<file path="src/rtl/pcie_transmisor_serial_pkg.sv">
// Shared definitions for the pcie_transmisor_serial transmitter.
// Holds the width-select encodings, the symbol width, the running-disparity
// encoding, the K-code constants and small helpers for counting and lookup.
package pcie_transmisor_serial_pkg;

    localparam int SYM_W = 10;

    typedef enum logic [1:0] {
        SEL_8    = 2'b00,
        SEL_16   = 2'b01,
        SEL_32   = 2'b10,
        SEL_RSVD = 2'b11
    } sel_e;

    localparam logic RD_NEG = 1'b0;
    localparam logic RD_POS = 1'b1;

    localparam logic [7:0] K28_5 = 8'hBC;

    localparam int NUM_VALID_K = 12;
    // K28.0..K28.7, then K23.7, K27.7, K29.7, K30.7
    localparam logic [7:0] VALID_K [NUM_VALID_K] = '{
        8'h1C, 8'h3C, 8'h5C, 8'h7C, 8'h9C, 8'hBC, 8'hDC, 8'hFC,
        8'hF7, 8'hFB, 8'hFD, 8'hFE
    };

    // Population count of a symbol-sized vector (sub-blocks are zero-extended).
    function automatic logic [3:0] ones_cnt(input logic [9:0] v);
        logic [3:0] n;
        n = 4'd0;
        for (int i = 0; i < 10; i++) begin
            n = n + {3'b000, v[i]};
        end
        return n;
    endfunction

    // True when the byte is one of the twelve legal control characters.
    function automatic logic is_valid_k(input logic [7:0] b);
        logic hit;
        hit = 1'b0;
        for (int i = 0; i < NUM_VALID_K; i++) begin
            if (b == VALID_K[i]) begin
                hit = 1'b1;
            end else begin
                hit = hit;
            end
        end
        return hit;
    endfunction

    // Index of the last byte of a word for a given width select.
    function automatic logic [1:0] last_byte_idx(input sel_e s);
        logic [1:0] idx;
        case (s)
            SEL_16:  idx = 2'd1;
            SEL_32:  idx = 2'd3;
            default: idx = 2'd0;
        endcase
        return idx;
    endfunction

endpackage

</file>
<file path="src/rtl/pcie_transmisor_serial_encoder_8b10b.sv">
// Combinational 8b/10b encoder with running disparity.
// Ports: data_byte (HGF EDCBA), k_flag (request control encoding), rd_in
// (current running disparity); symbol ({abcdei, fghj}, a in the MSB),
// rd_out (disparity after this symbol), invalid (K requested on a byte that
// is not a legal control character; such bytes are encoded as data).
module pcie_transmisor_serial_encoder_8b10b
    import pcie_transmisor_serial_pkg::*;
(
    input  logic [7:0]       data_byte,
    input  logic             k_flag,
    input  logic             rd_in,
    output logic [SYM_W-1:0] symbol,
    output logic             rd_out,
    output logic             invalid
);

    logic [4:0] x_s;
    logic [2:0] y_s;
    logic       use_k_s;
    logic [5:0] code6_neg_s;
    logic [5:0] code6_s;
    logic       rd_mid_s;
    logic [3:0] code4_neg_s;
    logic [3:0] code4_s;
    logic       flip4_s;
    logic       alt7_s;

    // Table lookup of both sub-blocks and disparity bookkeeping.
    always_comb begin
        x_s         = data_byte[4:0];
        y_s         = data_byte[7:5];
        use_k_s     = k_flag & is_valid_k(data_byte);
        invalid     = k_flag & ~is_valid_k(data_byte);
        code6_neg_s = 6'b000000;
        code4_neg_s = 4'b0000;
        flip4_s     = 1'b0;
        alt7_s      = 1'b0;

        // 5b/6b, RD- column
        case (x_s)
            5'd0:  code6_neg_s = 6'b100111;
            5'd1:  code6_neg_s = 6'b011101;
            5'd2:  code6_neg_s = 6'b101101;
            5'd3:  code6_neg_s = 6'b110001;
            5'd4:  code6_neg_s = 6'b110101;
            5'd5:  code6_neg_s = 6'b101001;
            5'd6:  code6_neg_s = 6'b011001;
            5'd7:  code6_neg_s = 6'b111000;
            5'd8:  code6_neg_s = 6'b111001;
            5'd9:  code6_neg_s = 6'b100101;
            5'd10: code6_neg_s = 6'b010101;
            5'd11: code6_neg_s = 6'b110100;
            5'd12: code6_neg_s = 6'b001101;
            5'd13: code6_neg_s = 6'b101100;
            5'd14: code6_neg_s = 6'b011100;
            5'd15: code6_neg_s = 6'b010111;
            5'd16: code6_neg_s = 6'b011011;
            5'd17: code6_neg_s = 6'b100011;
            5'd18: code6_neg_s = 6'b010011;
            5'd19: code6_neg_s = 6'b110010;
            5'd20: code6_neg_s = 6'b001011;
            5'd21: code6_neg_s = 6'b101010;
            5'd22: code6_neg_s = 6'b011010;
            5'd23: code6_neg_s = 6'b111010;
            5'd24: code6_neg_s = 6'b110011;
            5'd25: code6_neg_s = 6'b100110;
            5'd26: code6_neg_s = 6'b010110;
            5'd27: code6_neg_s = 6'b110110;
            5'd28: code6_neg_s = use_k_s ? 6'b001111 : 6'b001110;
            5'd29: code6_neg_s = 6'b101110;
            5'd30: code6_neg_s = 6'b011110;
            default: code6_neg_s = 6'b101011;
        endcase

        // Unbalanced codes and D.07 take the complement when RD is positive.
        if ((rd_in == RD_POS) &&
            ((ones_cnt({4'b0000, code6_neg_s}) != 4'd3) || (x_s == 5'd7))) begin
            code6_s = ~code6_neg_s;
        end else begin
            code6_s = code6_neg_s;
        end
        rd_mid_s = rd_in ^ (ones_cnt({4'b0000, code6_neg_s}) != 4'd3);

        // 3b/4b, RD- column; control codes always alternate with RD.
        if (use_k_s) begin
            flip4_s = 1'b1;
            case (y_s)
                3'd0:    code4_neg_s = 4'b1011;
                3'd1:    code4_neg_s = 4'b0110;
                3'd2:    code4_neg_s = 4'b1010;
                3'd3:    code4_neg_s = 4'b1100;
                3'd4:    code4_neg_s = 4'b1101;
                3'd5:    code4_neg_s = 4'b0101;
                3'd6:    code4_neg_s = 4'b1001;
                default: code4_neg_s = 4'b0111;
            endcase
        end else begin
            // A7 avoids a run of five equal bits across the sub-block seam.
            if (rd_mid_s == RD_NEG) begin
                alt7_s = (x_s == 5'd17) || (x_s == 5'd18) || (x_s == 5'd20);
            end else begin
                alt7_s = (x_s == 5'd11) || (x_s == 5'd13) || (x_s == 5'd14);
            end
            case (y_s)
                3'd0:    code4_neg_s = 4'b1011;
                3'd1:    code4_neg_s = 4'b1001;
                3'd2:    code4_neg_s = 4'b0101;
                3'd3:    code4_neg_s = 4'b1100;
                3'd4:    code4_neg_s = 4'b1101;
                3'd5:    code4_neg_s = 4'b1010;
                3'd6:    code4_neg_s = 4'b0110;
                default: code4_neg_s = alt7_s ? 4'b0111 : 4'b1110;
            endcase
            flip4_s = (ones_cnt({6'b000000, code4_neg_s}) != 4'd2) || (y_s == 3'd3);
        end

        if ((rd_mid_s == RD_POS) && flip4_s) begin
            code4_s = ~code4_neg_s;
        end else begin
            code4_s = code4_neg_s;
        end
        rd_out = rd_mid_s ^ (ones_cnt({6'b000000, code4_neg_s}) != 4'd2);
        symbol = {code6_s, code4_s};
    end

endmodule

</file>
<file path="src/rtl/pcie_transmisor_serial.sv">
// Serial 8b/10b transmitter: captures an 8/16/32-bit word, encodes each byte
// (most significant first) with running disparity and shifts the symbols out
// one bit per enabled clock in order a,b,c,d,e,i,f,g,h,j.
// Ports: clk, rst (async, active-high), enb (freezes all state when low),
// K (control flag for the whole word), dataIn/dataIn16/dataIn32 (word per
// width), dataS (00=8b, 01=16b, 10=32b, 11=8b), serialOut (registered line).
// Build option TX_INVALID_OUT_EN adds invalidValue, high for the ten
// bit-times of any symbol whose byte was flagged K but is not a legal K code.
module pcie_transmisor_serial
    import pcie_transmisor_serial_pkg::*;
(
    input  logic        clk,
    input  logic        rst,
    input  logic        enb,
    input  logic        K,
    input  logic [7:0]  dataIn,
    input  logic [15:0] dataIn16,
    input  logic [31:0] dataIn32,
    input  logic [1:0]  dataS,
`ifdef TX_INVALID_OUT_EN
    output logic        invalidValue,
`endif
    output logic        serialOut
);

    logic [3:0]       bit_cnt_r;
    logic [1:0]       byte_cnt_r;
    logic [1:0]       last_idx_r;
    logic [31:0]      word_r;
    logic             k_r;
    logic [SYM_W-1:0] shift_r;
    logic             rd_r;
    logic             serial_r;

    logic             load_s;
    logic             capture_s;
    logic [31:0]      aligned_s;
    logic [31:0]      cur_word_s;
    logic             cur_k_s;
    logic [7:0]       cur_byte_s;
    logic [SYM_W-1:0] sym_s;
    logic             rd_next_s;
    logic             invalid_s;

    // Byte selection; on a capture edge the encoder sees the incoming word directly.
    always_comb begin
        load_s    = (bit_cnt_r == 4'd0);
        capture_s = load_s && (byte_cnt_r == 2'd0);
        case (sel_e'(dataS))
            SEL_16:  aligned_s = {dataIn16, 16'h0000};
            SEL_32:  aligned_s = dataIn32;
            default: aligned_s = {dataIn, 24'h000000};
        endcase
        if (capture_s) begin
            cur_word_s = aligned_s;
            cur_k_s    = K;
        end else begin
            cur_word_s = word_r;
            cur_k_s    = k_r;
        end
        case (byte_cnt_r)
            2'd0:    cur_byte_s = cur_word_s[31:24];
            2'd1:    cur_byte_s = cur_word_s[23:16];
            2'd2:    cur_byte_s = cur_word_s[15:8];
            default: cur_byte_s = cur_word_s[7:0];
        endcase
    end

    pcie_transmisor_serial_encoder_8b10b encoder_8b10b (
        .data_byte (cur_byte_s),
        .k_flag    (cur_k_s),
        .rd_in     (rd_r),
        .symbol    (sym_s),
        .rd_out    (rd_next_s),
        .invalid   (invalid_s)
    );

    // Bit and byte counters that pace symbols and word captures.
    always_ff @(posedge clk or posedge rst) begin
        if (rst) begin
            bit_cnt_r  <= 4'd0;
            byte_cnt_r <= 2'd0;
        end else if (enb) begin
            if (bit_cnt_r == 4'd9) begin
                bit_cnt_r  <= 4'd0;
                byte_cnt_r <= (byte_cnt_r == last_idx_r) ? 2'd0 : byte_cnt_r + 2'd1;
            end else begin
                bit_cnt_r  <= bit_cnt_r + 4'd1;
                byte_cnt_r <= byte_cnt_r;
            end
        end else begin
            bit_cnt_r  <= bit_cnt_r;
            byte_cnt_r <= byte_cnt_r;
        end
    end

    // Word register: holds the captured word, K flag and byte count.
    always_ff @(posedge clk or posedge rst) begin
        if (rst) begin
            word_r     <= 32'h00000000;
            k_r        <= 1'b0;
            last_idx_r <= 2'd0;
        end else if (enb && capture_s) begin
            word_r     <= aligned_s;
            k_r        <= K;
            last_idx_r <= last_byte_idx(sel_e'(dataS));
        end else begin
            word_r     <= word_r;
            k_r        <= k_r;
            last_idx_r <= last_idx_r;
        end
    end

    // Shift register, running disparity and line output. On a load edge the
    // line still takes bit j of the previous symbol, so the stream has no gap.
    always_ff @(posedge clk or posedge rst) begin
        if (rst) begin
            shift_r  <= {SYM_W{1'b0}};
            rd_r     <= RD_NEG;
            serial_r <= 1'b0;
        end else if (enb) begin
            serial_r <= shift_r[SYM_W-1];
            if (load_s) begin
                shift_r <= sym_s;
                rd_r    <= rd_next_s;
            end else begin
                shift_r <= {shift_r[SYM_W-2:0], 1'b0};
                rd_r    <= rd_r;
            end
        end else begin
            shift_r  <= shift_r;
            rd_r     <= rd_r;
            serial_r <= serial_r;
        end
    end

    assign serialOut = serial_r;

`ifdef TX_INVALID_OUT_EN
    logic inv_sym_r;
    logic invalid_r;

    // Invalid flag follows its symbol: latched at load, shown from bit a onward.
    always_ff @(posedge clk or posedge rst) begin
        if (rst) begin
            inv_sym_r <= 1'b0;
            invalid_r <= 1'b0;
        end else if (enb) begin
            inv_sym_r <= load_s ? invalid_s : inv_sym_r;
            invalid_r <= (bit_cnt_r == 4'd1) ? inv_sym_r : invalid_r;
        end else begin
            inv_sym_r <= inv_sym_r;
            invalid_r <= invalid_r;
        end
    end

    assign invalidValue = invalid_r;
`else
    logic unused_invalid_s;
    assign unused_invalid_s = invalid_s;
`endif

endmodule

</file>
<file path="config.mk">
export PLATFORM = sky130hd
export DESIGN_NAME = pcie_transmisor_serial
export DESIGN_NICKNAME = d
export VERILOG_FILES = /design/src/rtl/pcie_transmisor_serial_pkg.sv /design/src/rtl/pcie_transmisor_serial_encoder_8b10b.sv /design/src/rtl/pcie_transmisor_serial.sv
export SDC_FILE = /design/constraint.sdc
export NUM_CORES = 1
export LEC_CHECK = 0
export ABC_CLOCK_PERIOD_IN_PS = 7550
export BUFFER_PORTS_ARGS = -buffer_cell sky130_fd_sc_hd__clkbuf_2
export CAP_MARGIN = 20
export CORE_AREA = 8 8 98 100
export CTS_CLUSTER_SIZE = 20
export DETAILED_ROUTE_END_ITERATION = 7
export DIE_AREA = 0 0 106 108
export GPL_TIMING_DRIVEN = 0
export MAX_ROUTING_LAYER = met4
export PLACE_DENSITY = 0.76
export SYNTH_ARGS = -nofsm -noshare
export SYNTH_HDL_FRONTEND = slang
export SYNTH_SLANG_ARGS = --single-unit
export TNS_END_PERCENT = 50
</file>
<file path="constraint.sdc">
create_clock -name clk -period 7.55 [get_ports clk]
set_clock_uncertainty 0.1 [all_clocks]
set_input_delay 0.755 -clock clk [delete_from_list [all_inputs] [get_ports clk]]
set_output_delay 0.755 -clock clk [all_outputs]
set_load 0.03 [all_outputs]
</file>
==> reports/qor.yml <==
finalSetupTns_ns: 0
placed_cell_area_sq_mm: 0.00454
total_power_mw: 2.06
r2r_end: "rd_r"
syn_nets: 564
hold_slack_ns: 0.241
reg2reg_slack_ns: 0.36
io_buffers: 62
ir_drop_mv: 0.216
cp-startpoint: "dataS[0]"
syn_avg_cell_area_sq_um: 8.42
fin_crit_sh_pct: 96.3
cts_made_buffers: 5
die_width_microns: 106
grt_max_degree: 43
dr.pass1.iters: 5
num_rows: 33
max_stage_delay_ns: 0.52
antenna_cells: 0
status: "completed"
p_leak_nw: 2.19
cpMostUsedCell: "inv_1"
routed_via_density: 6.01
endpoint_kind: "flip-flop"
cts_hold_buf: 0
r2r_cells: 36
fmax_mhz: 138
nFillCells: 727
clock_latency_ns: 0.32
finalNetCount: 651
clockBufferDepth: 2
drtAntennaViolNets: 0
postLayoutCellArea_sq_mm: 0.00498
grtUsageTotal_pct: 21.2
final_cell_mix: "nand2_1, clkbuf_2, o21ai_0"
grt_pass1_vias: 4143
drc_errors: 0
async_flop_share_pct: 100
synth-edff-count: 0
ys_types: 62
setup_violations: 0
gp_congestion: 0.902
drt_iter0_markers: 311
path_max_fanout: 8
synth_area_sq_mm: 0.00407
coreArea_sq_mm: 0.00805
die_area_sq_mm: 0.0114
synth_flop_cell: "dfrtp_1"
vias: 4068
route.detailed.wl_per_inst_microns: 17.5
cts-root-buf: "clkbuf_8"
place_hpwl_microns: 9130
htree_levels: 2
yosysSeqAreaShare_pct: 32.6
drv_slew: 0
ys_seq_elements: 53
worst-setup-path-type: "primary input to flip-flop"
area_growth_pct: 22.2
powerDensity_mw_per_mm2: 413
cts_tree: "built"
timing.final.crit_period_ns: 7.27
critPathCapture: "rd_r"
hold_violations: 0
layout-drive-gt1-share_pct: 27.4
final_common_cell: "nand2_1"
initial_core_util_pct: 50.6
worstHoldPathType: "primary input to async pin"
slew_headroom_pct: 48.4
tightest_slew_ns: 0.764
reg2reg_from: "byte_cnt_r[0]"
globalRoute.totalOverflow: 0
antenna_found_initial: 0
worst_setup_path_start_kind: "primary input"
boundaryPins: 63
grt_pass1_wl_microns: 19400
clock_sinks: 53
cp_slowest_cell: "mux4_2"
max_cap_viol_count: 0
cp.arrival_ns: 7.42
die_h_microns: 108
drt_wl_total_microns: 11800
critPathRequiredTime_ns: 7.70
path_clk_slew_ns: 0.11
syn_inst: 484
yosys_warnings: 0
==> flip-flops by register name, summed over array words and instances (netlist names) <==
name	cells
bit_cnt_r	4
byte_cnt_r	2
k_r	1
last_idx_r	2
rd_r	1
serialOut	1
shift_r	10
word_r	32
==> layer usage <==
layer  wire length, microns  global-route usage (%)  vias up
li1                       -                       -     1957
met1                   5210                    26.3     1933
met2                   5850                    35.1      164
met3                    657                    3.03       14
met4                    136                    6.93        0
met5                      0                       -        -
==> per-stage QoR <==
step | instances | setup WS [ns] | util, %
4_1_cts | 666 | 0.00925 | 59.2
6_report | 677 | 0.279 | 61.8
5_1_grt | 677 | -0.0240 | 61.8
2_1_floorplan | 484 | 0.0335 | -
3_3_place_gp | 651 | -1.05 | 56.2
3_5_place_dp | 652 | -1.16 | 56.4
==> synth_stat cells (all sizes together) (7+ instances only) <==
master / n / area (sq um)
nand2: 84 / 315
o21ai: 58 / 290
dfrtp: 53 / 1330
clkbuf: 27 / 101
inv: 26 / 97.6
nor2: 21 / 78.8
ha: 14 / 175
a21oi: 13 / 65.1
nand3: 13 / 65.1
a22oi: 10 / 75.1
nand4: 9 / 56.3
o31ai: 9 / 72.6
mux2: 8 / 90.1
xnor2: 8 / 70.1
xor2: 8 / 70.1
a221o: 7 / 70.1
buf: 7 / 38.8
o211ai: 7 / 52.6
==> worst max-delay path: cells and delay by family <==
family	cells	cell delay (ns)
simple gates	8	0.76
compound gates	6	1.02
mux	1	0.52
xor+xnor	4	0.57
buf+inv	10	1.00
fa+ha+maj	8	2.79
==> cell type report <==
type,instances,area [sq um],share of cell area [%]
Tap cell,105,131,2.64
Clock buffer,5,68.8,1.38
Clock inverter,3,21.3,0.427
Buffer,30,188,3.77
Multi-Input combinational cell,371,2650,53.1
Timing Repair Buffer,84,494,9.93
Inverter,26,101,2.04
Sequential cell,53,1330,26.7
==> kinds of logic (layout without fill, tap and decap cells) <==
kind of cell | Yosys count | in the layout | synth area share (%)
simple gates | 159 | 159 | 18.4
buf+inv | 60 | 148 | 5.84
mux | 18 | 18 | 6.51
fa+ha+maj | 19 | 19 | 6.51
flops | 53 | 53 | 32.6
xor+xnor | 16 | 16 | 3.44
compound gates | 159 | 159 | 26.8
==> worst min-delay path by stage <==
| stage | from | end | slack (ns) |
|---|---|---|---|
| global placement | word_r[15] | word_r[15] | 0.36 |
| detailed placement | word_r[15] | word_r[15] | 0.36 |
| floorplan | word_r[4] | word_r[4] | 0.34 |
| global route | rst | rd_r | 0.26 |
| finish | rst | rd_r | 0.24 |
| CTS | rst | rd_r | 0.24 |
==> repair_timing <==
item	CTS	global route
resized for setup	23	48
setup buffers	9	12
pin swaps	5	14
endpoints found under the setup margin	2	1
==> report_power, final <==
part | switching (mW) | internal, mW | total (mW)
combinational | 0.802 | 0.642 | 1.44
clock | 0.103 | 0.0662 | 0.169
sequential | 0.0752 | 0.370 | 0.445
(Power assumes the default switching activity.)
